<file path="src/rtl/stream_upsize_mc.sv">
// stream_upsize_mc: multi-channel narrow-to-wide stream packer.
// Each channel accumulates beats into its own word buffer. Completed words
// from all channels share one registered output, granted round-robin.
module stream_upsize_mc #(
  parameter  int T_DATA_WIDTH = 8,
  parameter  int T_DATA_RATIO = 4,
  parameter  int N_CH         = 2,
  localparam int DEST_W       = (N_CH > 1) ? $clog2(N_CH) : 1
) (
  input  logic                    clk,
  input  logic                    rst_n,
  input  logic [T_DATA_WIDTH-1:0] s_data_i,
  input  logic [DEST_W-1:0]       s_dest_i,
  input  logic                    s_last_i,
  input  logic                    s_valid_i,
  output logic                    s_ready_o,
  output logic [T_DATA_WIDTH-1:0] m_data_o [T_DATA_RATIO-1:0],
  output logic [T_DATA_RATIO-1:0] m_keep_o,
  output logic                    m_last_o,
  output logic [DEST_W-1:0]       m_dest_o,
  output logic                    m_valid_o,
  input  logic                    m_ready_i
);

  localparam int                    CNT_W    = $clog2(T_DATA_RATIO);
  localparam int unsigned           NCH_U    = N_CH;
  localparam logic [T_DATA_RATIO-1:0] KEEP_ONE = {{(T_DATA_RATIO-1){1'b0}}, 1'b1};

  // Per-channel state, flattened for the shared output path
  logic [N_CH-1:0]         full;
  logic [N_CH-1:0]         last_v;
  logic [T_DATA_RATIO-1:0] keep_v [N_CH-1:0];
  logic [T_DATA_WIDTH-1:0] lane_v [N_CH-1:0][T_DATA_RATIO-1:0];

  // Arbitration / handshake
  logic                    any_full;
  logic                    load;
  logic                    found;
  logic [DEST_W-1:0]       grant;
  logic [DEST_W-1:0]       idx;
  logic [DEST_W-1:0]       rr_ptr;
  logic                    dest_ok;
  logic                    sel_full;
  logic                    accept;
  logic [T_DATA_WIDTH-1:0] out_lane [T_DATA_RATIO-1:0];

  // Output load condition and round-robin grant, searching from rr_ptr+1
  always_comb begin
    any_full = |full;
    load     = any_full && (!m_valid_o || m_ready_i);
    grant    = '0;
    found    = 1'b0;
    idx      = '0;
    for (int unsigned i = 1; i <= NCH_U; i++) begin
      idx = DEST_W'((32'(rr_ptr) + i) % NCH_U);
      if (!found && full[idx]) begin
        grant = idx;
        found = 1'b1;
      end
    end
  end

  // Input ready: blocked only when the target channel holds an unloaded word
  always_comb begin
    dest_ok   = (32'(s_dest_i) < NCH_U);
    sel_full  = dest_ok && full[s_dest_i];
    s_ready_o = !dest_ok || !sel_full || (load && (grant == s_dest_i));
    accept    = s_valid_i && s_ready_o && dest_ok;
  end

  for (genvar g = 0; g < N_CH; g++) begin : g_ch
    logic [CNT_W-1:0]        cnt_q;
    logic [T_DATA_WIDTH-1:0] lane_q [T_DATA_RATIO-1:0];
    logic [T_DATA_RATIO-1:0] keep_q;
    logic                    last_q;
    logic                    full_q;
    logic                    wr;
    logic                    clr;
    logic                    done;

    // Decode write/load events for this channel
    always_comb begin
      wr   = accept && (s_dest_i == DEST_W'(g));
      clr  = load && (grant == DEST_W'(g));
      done = (cnt_q == CNT_W'(T_DATA_RATIO - 1)) || s_last_i;
    end

    // Accumulator; a completing write in the load cycle keeps the channel full,
    // and clearing keep on load lets a lane-0 write start a clean word
    always_ff @(posedge clk or negedge rst_n) begin
      if (!rst_n) begin
        cnt_q  <= '0;
        lane_q <= '{default: '0};
        keep_q <= '0;
        last_q <= 1'b0;
        full_q <= 1'b0;
      end else begin
        keep_q <= (clr ? '0 : keep_q) | (wr ? (KEEP_ONE << cnt_q) : '0);
        if (wr) begin
          lane_q[cnt_q] <= s_data_i;
          cnt_q         <= done ? '0 : cnt_q + 1'b1;
        end
        if (wr && done) begin
          full_q <= 1'b1;
          last_q <= s_last_i;
        end else if (clr) begin
          full_q <= 1'b0;
        end
      end
    end

    assign full[g]   = full_q;
    assign last_v[g] = last_q;
    assign keep_v[g] = keep_q;
    assign lane_v[g] = lane_q;
  end

  // Unfilled lanes of the granted word are presented as zero
  for (genvar l = 0; l < T_DATA_RATIO; l++) begin : g_lane
    assign out_lane[l] = keep_v[grant][l] ? lane_v[grant][l] : '0;
  end

  // Output register and round-robin pointer
  always_ff @(posedge clk or negedge rst_n) begin
    if (!rst_n) begin
      m_valid_o <= 1'b0;
      m_data_o  <= '{default: '0};
      m_keep_o  <= '0;
      m_last_o  <= 1'b0;
      m_dest_o  <= '0;
      rr_ptr    <= DEST_W'(N_CH - 1);
    end else if (load) begin
      m_valid_o <= 1'b1;
      m_data_o  <= out_lane;
      m_keep_o  <= keep_v[grant];
      m_last_o  <= last_v[grant];
      m_dest_o  <= grant;
      rr_ptr    <= grant;
    end else if (m_valid_o && m_ready_i) begin
      m_valid_o <= 1'b0;
    end
  end

endmodule

</file>
<file path="config.mk">
export PLATFORM = sky130hd
export DESIGN_NAME = stream_upsize_mc
export DESIGN_NICKNAME = d
export VERILOG_FILES = /design/src/rtl/stream_upsize_mc.sv
export SDC_FILE = /design/constraint.sdc
export NUM_CORES = 1
export LEC_CHECK = 0
export BUFFER_PORTS_ARGS = -buffer_cell sky130_fd_sc_hd__buf_2
export CAP_MARGIN = 20
export CORE_ASPECT_RATIO = 0.5
export CORE_MARGIN = 1.5
export CORE_UTILIZATION = 62
export CTS_BUF_LIST = sky130_fd_sc_hd__clkbuf_8
export CTS_CLUSTER_SIZE = 30
export DETAILED_ROUTE_END_ITERATION = 12
export GPL_ROUTABILITY_DRIVEN = 0
export PLACE_DENSITY_LB_ADDON = 0.05
export SYNTH_ARGS = -nofsm -noshare
export SYNTH_HDL_FRONTEND = slang
export SYNTH_SLANG_ARGS = --single-unit
</file>
<file path="constraint.sdc">
create_clock -name clk -period 4.3 [get_ports clk]
set_input_delay 0.86 -clock clk [delete_from_list [all_inputs] [get_ports clk]]
set_output_delay 0.86 -clock clk [all_outputs]
set_load 0.005 [all_outputs]
</file>
==> metrics <==
top cells by area, synth=dfrtp_1, mux2_2, nand2_1; Final HPWL DP=7.161 mm; worst rel slew slack=38.00%; fin crit share=67.15%; Reg clk slew, reported paths=0.07 ns; leakage power=2.964 nW; IO buf count=53; hold buffers post-CTS=0; GRT overflow=0; Initial Util=63.90%; slew of the pin with the lowest slew margin=0.9301 ns; CTS root buf=clkbuf_8; WHS Endpoint=g_ch[0].keep_q[3]; Max Cap Violations=0; most frequent cells in the layout=dfrtp_1, mux2_2, nand2_1, buf_2, o21ai_0; Hold Crit Class=flop to flop; first-pass GRT wire length=18.00 mm; sequential area share after synthesis=58.98%; Reg2Reg Setup Slack=2.04 ns; Num CTS Buffers=17; Post-Syn Area=5094 µm²; Final min period=2.887 ns; Fin Setup TNS=0 ns; Post-synth EDFFs=0; Vias=3,412; largest net degree at the start of global routing=65; Setup crit start kind=primary input; die area=8801 µm²; number of vias per cell=5.706; share of cells above drive strength 1=34.36%; setup ws final=1.413 ns; Synth top area share=58.46%; synth warn=0; CTS sink cnt=120; RSZ-0062 raised after global routing=no; Placed Cells incl. Taps=565; diode count=0; Nets=495; wire length after detailed routing=11.02 mm; DP Worst Slack=1.423 ns; CTS H-tree depth=4; worst hold path cell count=1; syn nets=432; setup violators final=0; CTS tree=yes; Post-CTS Resized=0; all-layer global routing usage=27.99%; Worst Skew=0.004958 ns; Setup Buffers After CTS=0; Critical R2R Launch=m_valid_o; clock network power share=28.1%; post-route ant nets=0; switching share of total power=29.72%; post-route cell area=5924 µm²; CP arrival=2.03 ns; Die H=67.09 µm; post-synthesis cell count=410; total power draw=4.048 mW; asr flop ratio synth=100.0%; Core Region=7971 µm²; fin. max-slew vios=0; I/O Pins=54; CP Class=primary input to primary output; area leader, netlist=dfrtp_1; Layout area overhead=16.31%; fmax=346.3 MHz; final core occ=74.32%; Non-Filler Instances=598; vias in the first global route=3,418; Max Root-Sink Buffers=2; Worst-Skew Late Latency=0.43 ns; final hold violations=0; commonest non-fill, non-tap cell in the layout=dfrtp_1; WL/cell=18.43 µm; num rows=23; Crit. End Element=primary output; initial antenna violation count=0; Sw Pwr=1.203 mW; register bit count reported by yosys=120; post-place instance area=5459 µm²; hold slack=0.4698 ns; Int Power=2.845 mW; status=complete, no violations; DRT Pass-1 Iters=4; power share of the combinational group=25.0%; startpoint of the worst hold path=g_ch[0].keep_q[3]; reg-to-reg endpoint=g_ch[1].lane_q[24]; syn avg cell area=12.42 µm²; die width=131.2 µm; CP Data Required Time=3.44 ns; ys flop type=dfrtp_1; PD cells=683.4 nW/µm²; Worst VDD drop=0.3481 mV; worst reg2reg path depth=4; Synth cell types=34; DRC violations left=0; initial DRC count=187; Sequential Power Share=47.0%; crit path max fanout=10
-- worst max-delay path, cell delays in order --
cell and delay [ns]:
buf_2 0.09, nand2b_1 0.36, a21boi_4 0.43, mux2i_1 0.14, buf_2 0.15
-- cell families after synthesis --
| family | share of synthesized area [%] |
|---|---|
| multiplexers | 17.34 |
| adder cells (fa/ha/maj) | 1.965 |
| AO/OA/AOI/OAI | 9.286 |
| flip-flops | 58.98 |
| AND/OR/NAND/NOR | 10.64 |
| buffers and inverters | 1.793 |
-- flip-flops by register name, indices dropped and copies added (netlist names), 2 cells and up --
signal and cells:
g_ch.lane_q 64, m_data_o 32, g_ch.keep_q 8, g_ch.cnt_q 4, m_keep_o 4, g_ch.full_q 2, g_ch.last_q 2
-- power groups by stage --
stage	clock (mW)	combinational, mW	sequential (mW)
CTS	1.15	1.02	1.90
floorplan	0	0.702	1.84
detailed placement	0	1.01	1.92
global route	1.21	1.13	1.96
global placement	0	0.962	1.88
finish	1.14	1.01	1.90
-- layer usage --
layer,routed length (µm),up-vias,GRT usage (%)
li1,-,1562,-
met1,5112,1748,36.44
met2,5110,83,44.05
met3,584,19,7.686
met4,213,0,14.04
met5,0,-,0
-- how the worst max path moves through the flow --
| stage | slack, ns | depth (start not counted) | startpoint | end |
|---|---|---|---|---|
| final | 1.41 | 5 | m_ready_i | s_ready_o |
| after CTS | 1.42 | 5 | m_ready_i | s_ready_o |
| after floorplan | 1.86 | 4 | m_ready_i | s_ready_o |
| after global placement | 1.43 | 5 | m_ready_i | s_ready_o |
| after global routing | 1.34 | 5 | m_ready_i | s_ready_o |
| after detailed placement | 1.42 | 5 | m_ready_i | s_ready_o |
-- cell type report --
type                       instances  area, µm²
sequential                       120       3004
fill                             559       2047
multi-input combinational        271       2002
clock buffer                      25      344.1
timing repair buffer              57      301.5
tap                              112      140.1
clock inverter                     7      110.1
inverter                           6      22.52
-- Yosys cell counts, drive strengths merged, types with 3 or more instances --
master,count
a21boi,3
a21o,8
a21oi,24
and3,24
buf,7
clkbuf,6
dfrtp,119
ha,8
inv,6
mux2,66
mux2i,14
nand2,59
nand2b,4
nor2,8
nor3b,4
o21ai,37
(Power assumes the default switching activity.)
